**src/rtl/proc_bus_alu_unit_pkg.sv**
```systemverilog
// rtl/proc_bus_alu_unit_pkg.sv - shared width default and ALU opcodes for the datapath core
package proc_bus_alu_unit_pkg;

  localparam int W_DEFAULT = 16;

  localparam logic [2:0] OP_ADD = 3'b000;
  localparam logic [2:0] OP_SUB = 3'b001;
  localparam logic [2:0] OP_OR  = 3'b010;
  localparam logic [2:0] OP_SLT = 3'b011;
  localparam logic [2:0] OP_SLL = 3'b100;
  localparam logic [2:0] OP_SRL = 3'b101;

endpackage

```
**src/rtl/proc_bus_alu_unit_alu16.sv**
```systemverilog
// rtl/proc_bus_alu_unit_alu16.sv - combinational ALU, A on the left and bus value on the right
module alu16
  import proc_bus_alu_unit_pkg::*;
#(
  parameter int W = W_DEFAULT
) (
  input  logic [W-1:0] a,
  input  logic [W-1:0] b,
  input  logic [2:0]   op,
  output logic [W-1:0] result
);

  logic [3:0] shamt;
  assign shamt = b[3:0];

  always_comb begin
    result = '0;
    case (op)
      OP_ADD:  result = a + b;
      OP_SUB:  result = a - b;
      OP_OR:   result = a | b;
      OP_SLT:  result = {{(W-1){1'b0}}, (a < b)};
      OP_SLL:  result = a << shamt;
      OP_SRL:  result = a >> shamt;
      default: result = '0;
    endcase
  end

endmodule

```
**src/rtl/proc_bus_alu_unit.sv**
```systemverilog
// rtl/proc_bus_alu_unit.sv - bus mux, register-field decoders, ALU and the A/G registers
module proc_bus_alu_unit
  import proc_bus_alu_unit_pkg::*;
#(
  parameter int W = W_DEFAULT
) (
  input  logic         Clock,
  input  logic         Reset,
  input  logic [W-1:0] DIN,
  input  logic [W-1:0] R0,
  input  logic [W-1:0] R1,
  input  logic [W-1:0] R2,
  input  logic [W-1:0] R3,
  input  logic [W-1:0] R4,
  input  logic [W-1:0] R5,
  input  logic [W-1:0] R6,
  input  logic [W-1:0] R7,
  input  logic [2:0]   IRx,
  input  logic [2:0]   IRy,
  input  logic         DecEn,
  output logic [7:0]   Xreg,
  output logic [7:0]   Yreg,
  input  logic         DinOut,
  input  logic [7:0]   RegOut,
  input  logic         GOut,
  input  logic         AIn,
  input  logic         GIn,
  input  logic [2:0]   AluOp,
  output logic [W-1:0] BusWires,
  output logic [W-1:0] AluResult,
  output logic [W-1:0] A,
  output logic [W-1:0] G
);

  always_comb begin
    Xreg = 8'h00;
    Yreg = 8'h00;
    if (DecEn) begin
      Xreg = 8'h01 << IRx;
      Yreg = 8'h01 << IRy;
    end
  end

  // Priority chain: multi-hot selects are legal, the earliest source wins.
  always_comb begin
    BusWires = '0;
    if      (DinOut)    BusWires = DIN;
    else if (RegOut[0]) BusWires = R0;
    else if (RegOut[1]) BusWires = R1;
    else if (RegOut[2]) BusWires = R2;
    else if (RegOut[3]) BusWires = R3;
    else if (RegOut[4]) BusWires = R4;
    else if (RegOut[5]) BusWires = R5;
    else if (RegOut[6]) BusWires = R6;
    else if (RegOut[7]) BusWires = R7;
    else if (GOut)      BusWires = G;
  end

  alu16 #(.W(W)) u_alu (
    .a      (A),
    .b      (BusWires),
    .op     (AluOp),
    .result (AluResult)
  );

  // A simultaneous AIn/GIn load leaves G with the result computed from the old A.
  always_ff @(posedge Clock) begin
    if (Reset) begin
      A <= '0;
      G <= '0;
    end else begin
      if (AIn) A <= BusWires;
      if (GIn) G <= AluResult;
    end
  end

endmodule

```
**config.mk**
```make
export PLATFORM = sky130hd
export DESIGN_NAME = proc_bus_alu_unit
export DESIGN_NICKNAME = d
export VERILOG_FILES = /design/src/rtl/proc_bus_alu_unit_pkg.sv /design/src/rtl/proc_bus_alu_unit_alu16.sv /design/src/rtl/proc_bus_alu_unit.sv
export SDC_FILE = /design/constraint.sdc
export NUM_CORES = 1
export LEC_CHECK = 0
export ABC_AREA = 1
export BUFFER_PORTS_ARGS = -buffer_cell sky130_fd_sc_hd__buf_2
export CORE_MARGIN = 3
export CORE_UTILIZATION = 53
export DETAILED_ROUTE_END_ITERATION = 8
export GPL_TIMING_DRIVEN = 0
export HOLD_SLACK_MARGIN = 0.1
export PLACE_DENSITY = 0.84
export SLEW_MARGIN = 10
export SYNTH_ARGS = -nofsm -noshare
export SYNTH_HDL_FRONTEND = slang
export SYNTH_HIERARCHICAL = 1
export SYNTH_SLANG_ARGS = --single-unit
```
**constraint.sdc**
```tcl
create_clock -name Clock -period 4.09 [get_ports Clock]
set_input_delay 0.409 -clock Clock [delete_from_list [all_inputs] [get_ports Clock]]
set_output_delay 0.409 -clock Clock [all_outputs]
set_load 0.1 [all_outputs]
```
After elaboration in Yosys (flattened, before gate mapping) --
Index checks and enable logic that the tools add are counted.
Word-level totals: flip-flop bits (word level) 32, input bits 168, output and inout bits 80, word-level logic and storage cells 29
Cells by class: $add $sub $neg 2, $lt $le $gt $ge 1, equality and inequality tests 5, shift operators 4, mux-type cells 13, bitwise operators 1, reductions and logical operators 1
Operators by type and width (number):
- two-way mux 16 bit | 10
- case mux 16 bit (6 select lines) | 1
- adder 16 bit | 1
- less-than comparator 16 bit | 1
- two-way mux 8 bit | 2
- OR 16 bit | 1
- left shift 1 x 3 -> 8 bit, first input constant | 2
- left shift 16 x 4 -> 16 bit | 1
- right shift 16 x 4 -> 16 bit | 1
- subtractor 16 bit | 1
- == test 3 x 2 -> 1 bit, second input constant | 2
- == test 3 bit, second input constant | 2
- == test 3 x 1 -> 1 bit, second input constant | 1
- logical NOT 3 bit | 1

Logic depth before layout (Yosys ltp) --
depth in word-level cells 12, mapped depth 31, depth with buffers taken out 27

Modules after synthesis --
The synthesis kept the hierarchy.
By module, submodules not included:
- alu16 | instances 1, cells an instance 748, area each 3843.7 um2, seq. area each 0.0 um2
- proc_bus_alu_unit | instances 1, cells an instance 622, area each 3269.4 um2, seq. area each 640.6 um2

Worst setup path after synthesis --
No wires, ideal clock.
path kind flip-flop to flip-flop, from register G[2], to register G[4], setup time 0.132 ns, data arrival time 5.055 ns, setup slack -1.097 ns, stages on the path, launching flop included 26, period minus slack after synthesis 5.187 ns, path through dfxtp_1 > nand2_1 > nand2_2 > nand3_2 > nand3_2 > nand3_2 > nand2_1 > nand2_1 > nand2_1 > nand2_1 > nand2_1 > nand2_1 > nand2_1 > buf_4 > inv_1 > buf_2 > ha_1 > buf_2 > nor2_1 > nand2_1 > nand3_2 > xor2_1 > or2_2 > nand4_1 > nand2_1 > a21oi_1
Between the ends: longest elaborated chain between the ends 12, elaborated cells between the ends (all ways) 15
RTL lines:
- start, declared | line proc_bus_alu_unit.sv:32 | output logic [W-1:0] G
- start signal, assigned | line proc_bus_alu_unit.sv:73 | if (GIn) G <= AluResult;
- two-way mux 16 bit * | line proc_bus_alu_unit.sv:56 | else if (GOut) BusWires = G;
- two-way mux 16 bit * | line proc_bus_alu_unit.sv:55 | else if (RegOut[7]) BusWires = R7;
- two-way mux 16 bit * | line proc_bus_alu_unit.sv:54 | else if (RegOut[6]) BusWires = R6;
- two-way mux 16 bit * | line proc_bus_alu_unit.sv:53 | else if (RegOut[5]) BusWires = R5;
- two-way mux 16 bit * | line proc_bus_alu_unit.sv:52 | else if (RegOut[4]) BusWires = R4;
- two-way mux 16 bit * | line proc_bus_alu_unit.sv:51 | else if (RegOut[3]) BusWires = R3;
- two-way mux 16 bit * | line proc_bus_alu_unit.sv:50 | else if (RegOut[2]) BusWires = R2;
- two-way mux 16 bit * | line proc_bus_alu_unit.sv:49 | else if (RegOut[1]) BusWires = R1;
- two-way mux 16 bit * | line proc_bus_alu_unit.sv:48 | else if (RegOut[0]) BusWires = R0;
- two-way mux 16 bit * | line proc_bus_alu_unit.sv:47 | if (DinOut) BusWires = DIN;
- via BusWires[2] | line proc_bus_alu_unit.sv:29 | output logic [W-1:0] BusWires,
- subtractor 16 bit (tied with other cells) | line proc_bus_alu_unit_alu16.sv:20 | OP_SUB: result = a - b;
- case mux 16 bit (6 select lines) * | line proc_bus_alu_unit_alu16.sv:18 | case (op)
- via AluResult[4] | line proc_bus_alu_unit.sv:30 | output logic [W-1:0] AluResult,
Mark *: on every way through the listed nets, which the timed path passes. The rest lies on a longest branch. A chain may end at the register's enable or synchronous reset.

Worst setup path in the final report --
from input port GOut, to output port AluResult[3]
Between the ends: longest elaborated chain between the ends 12, elaborated cells between the ends (all ways) 16
RTL lines:
- start, declared | line proc_bus_alu_unit.sv:25 | input logic GOut,
- two-way mux 16 bit * | line proc_bus_alu_unit.sv:56
- two-way mux 16 bit * | line proc_bus_alu_unit.sv:55
- two-way mux 16 bit * | line proc_bus_alu_unit.sv:54
- two-way mux 16 bit * | line proc_bus_alu_unit.sv:53
- two-way mux 16 bit * | line proc_bus_alu_unit.sv:52
- two-way mux 16 bit * | line proc_bus_alu_unit.sv:51
- two-way mux 16 bit * | line proc_bus_alu_unit.sv:50
- two-way mux 16 bit * | line proc_bus_alu_unit.sv:49
- two-way mux 16 bit * | line proc_bus_alu_unit.sv:48
- two-way mux 16 bit * | line proc_bus_alu_unit.sv:47
- subtractor 16 bit (tied with other cells) | line proc_bus_alu_unit_alu16.sv:20
- case mux 16 bit (6 select lines) * | line proc_bus_alu_unit_alu16.sv:18
- end, declared | line proc_bus_alu_unit.sv:30
Mark *: on every way between the ends. The rest lies on a longest branch, timed or not.

==> flow_summary_export.csv <==
group,metric,value,unit
clock_network,clk_pin_slew,0.05,ns
pwr,combPwrFrac,0.692,
synthesis,syn_area,7110,sq um
placed_design,place_hpwl,25400,um
sta,fmax,254,MHz
synthesis,syn-num-nets,1590,
floorplan,row_count,41,
cells_and_area,syn_to_final_growth,27.7,%
floorplan,die_y,122,um
global_routing,grt_pass1_wl,45900,um
placed_design,gp_congestion,1.07,
cells_and_area,multiInputGateArea,5560,sq um
synthesis,avgSynthCellArea,5.19,sq um
pwr,p_switching,1.46,mW
sta,period_needed,3.94,ns
clock_network,h-tree-depth,2,
clock_network,cts.path.max_buffers,2,
pwr,p_int,1.07,mW
clock_network,root_buffer,"clkbuf_16",
setup_path,end_kind,"output pin",
synthesis,synth.area.top_cells,"nand2_1 26%, nand3_1 10%, dfxtp_1 9.0%",
clock_network,tritoncts,"done",
setup_path,crit_fanout,12,
status,outcome,"complete, no violations",
synthesis,yosys.area.top_type_share,0.264,
drt,remaining_drc_errors,0,
global_routing,grt_antenna_before_repair,2,
floorplan,initial_utilization,0.552,
placed_design,pre_cts_ws,-0.235,ns
sta,slew_violations,0,
pwr,seqPwrFrac,0.153,
setup_path,arrival,3.53,ns
clock_network,cts_num_sinks,32,
cells_and_area,regArea,666,sq um
pwr,vdd_drop_max,0.271,mV
clock_network,clk_latency,0.29,ns
drt,detail_route.first_pass.iterations,6,
drt,wl_met3,3790,um
floorplan,dieArea,14800,sq um
synthesis,synthCells,1370,
pwr,swShare,0.576,
cells_and_area,fill_cells,1217,
synthesis,ys_types,42,
sta,fin_skew,0.00539,ns
drt,num_vias,10009,
worst_hold_path,worstHoldStart,"DIN[14]",
global_routing,grt_max_degree,13,
sta,finalWorstSetupSlack,0.153,ns
setup_path,r2r_start,"G[2]",
sta,finalCritPeriodShare,0.963,
sta,relSlewSlack,0.548,
sta,tightest_slew,0.675,ns
sta,setup_viol,0,
sta,hold_violations,0,
pwr,leakage,5.33,nW
drt,highest_layer,"met4",
synthesis,yosysTopAreaCell,"nand2_1",
global_routing,grt_pass1_vias,8703,
drt,wl_per_cell,17.4,um
setup_path,startpoint_type,"input port",
setup_path,timing_worst_setup_path_type,"input port to output pin",
run,timing.max_cap.violations,0,
drt,drt_iter0_markers,1321,
drt,wl_met2,13700,um
drt,wl_met1,11900,um
cells_and_area,drive_above_1_share,0.258,
synthesis,synth_edf_count,0,
global_routing,grt_overflow,0,
worst_hold_path,hold_path.class,"input port to register",
clock_network,holdBufCountCts,0,
floorplan,fp.coreArea,12900,sq um
clock_network,cts_buffers,5,
floorplan,io_pins,248,
cells_and_area,fin_nets,1838,
global_routing,grtUsageTotal,0.395,
synthesis,yosysSeqAreaShare,0.0901,
cells_and_area,final_util,0.705,
synthesis,synth-seq-cells,32,
setup_path,worstPathRequired,3.68,ns
floorplan,die_x,122,um
drt,routed_wl,31100,um
synthesis,ys_async_sr_fraction,0,
synthesis,ys_warn_count,6,
pwr,p_clk_frac,0.155,
pwr,power_per_cell_area,279,nW/um^2
placed_design,io_buffers,241,
drt,ant_nets,0,
synthesis,ys.flop_type,"dfxtp_1",
drt,via_per_inst,5.59,
setup_path,crit_start,"GOut",
-- Yosys cell counts, types with 2 or more instances --
cell type / n
or2_2: 5
nor3_2: 2
fa_1: 2
and2_1: 7
nand3_1: 144
nand2_1: 500
o21ai_1: 9
nor3_1: 10
buf_8: 2
inv_1: 170
buf_2: 21
or2_1: 11
buf_4: 11
nor2_1: 123
nand3_2: 27
inv_2: 7
buf_6: 10
o21ai_0: 19
o22ai_1: 3
o211ai_1: 5
nand2_2: 18
nand3b_1: 2
nand4_1: 11
ha_1: 50
a21oi_1: 127
clkbuf_1: 23
dfxtp_1: 32
xor2_1: 2
o21bai_1: 4
-- stage by stage --
stage               hold slack (ns)  TNS, ns  instances  area [sq um]  power, mW
detailed placement            0.466    -1.20       1783          8700       2.03
finish                        0.452        0       1792          9080       2.54
floorplan                     0.557        0       1370          7280       1.62
global route                  0.460  -0.0308       1792          9080       2.67
global placement              0.460   -0.619       1783          8700       2.01
CTS                           0.443        0       1790          8890       2.44
-- registers in the layout, indices dropped and copies added, names as in the netlist --
register / cells
A: 16
G: 16
-- cells by family after synthesis --
logic type	count (synthesis)	share of synthesized area
AND/OR/NAND/NOR	863	0.529
XOR/XNOR	2	0.00246
flip-flops	32	0.0901
adder cells (fa/ha/maj)	52	0.0936
buffers and inverters	247	0.155
AO/OA/AOI/OAI	174	0.130
-- final cells by class --
type                    instances  share of cell area
plain buffers                  65              0.0461
diodes                          2            0.000551
multi-input cells            1091               0.612
clock buffers                   7              0.0168
well taps                     172              0.0237
inverters                     180              0.0754
repair buffers                243               0.152
flip-flops and latches         32              0.0733
-- placed cells by master (no fill, tap or decap), types with 4 or more instances in the layout --
master,synthesis,final
o21ai_0,19,16
clkbuf_1,23,22
o21bai_1,4,4
buf_4,11,14
inv_1,170,169
nand3_1,144,129
dfxtp_2,0,14
buf_12,0,8
buf_6,10,14
a21oi_1,127,126
inv_2,7,8
and2_1,7,7
dfxtp_1,32,16
nand3_2,27,42
buf_8,2,4
o21ai_1,9,11
nand2_1,500,481
o211ai_1,5,5
nor3_1,10,9
nand2_2,18,33
nor2_1,123,121
nand4_1,11,11
clkbuf_16,0,5
ha_1,50,50
or2_1,11,11
or2_2,5,5
buf_2,21,243
-- critical path: stages --
cell,delay [ns]
buf_4,0.13
buf_6,0.15
nand2_1,0.09
nand2_2,0.07
nand3_2,0.09
nand3_2,0.08
nand3_2,0.07
nand2_1,0.06
nand2_1,0.05
nand2_1,0.06
nand2_1,0.07
nand2_1,0.08
nand2_2,0.10
nand2_8,0.15
inv_2,0.08
buf_6,0.16
ha_1,0.29
buf_4,0.17
or2_1,0.26
and2_1,0.18
nand2_1,0.05
nand2_1,0.06
o22ai_2,0.19
nor2_2,0.07
nand2_2,0.14
buf_12,0.19
-- power groups by stage --
| stage | registers [mW] | logic, mW | clock network, mW |
|---|---|---|---|
| 3_3_place_gp | 0.389 | 1.62 | 0 |
| 4_1_cts | 0.384 | 1.66 | 0.396 |
| 5_1_grt | 0.388 | 1.87 | 0.407 |
| 6_report | 0.388 | 1.76 | 0.393 |
| 3_5_place_dp | 0.390 | 1.64 | 0 |
| 2_1_floorplan | 0.537 | 1.08 | 0 |
-- per-layer routing --
layer  up-vias  track usage
li1       4815            -
met1      4365        0.524
met2       685        0.605
met3       144       0.0799
met4         0        0.202
met5         -            0
-- path summary, 6_finish.rpt --
check / depth (start not counted) / slack [ns] / endpoint
setup / recovery: 26 / 0.15 / AluResult[3]
hold / removal: 5 / 0.45 / A[14]
setup reg to reg: 26 / 0.73 / G[13]
hold reg to reg: 2 / 0.48 / G[5]
-- what timing repair did --
| action | in CTS | in global routing |
|---|---|---|
| resized for setup | 16 | 57 |
| setup endpoints to repair | 11 | 16 |
| pin swaps | 0 | 7 |
| cloned | 0 | 0 |
| setup buffers | 0 | 2 |
Power figures use the tool's default switching activity.
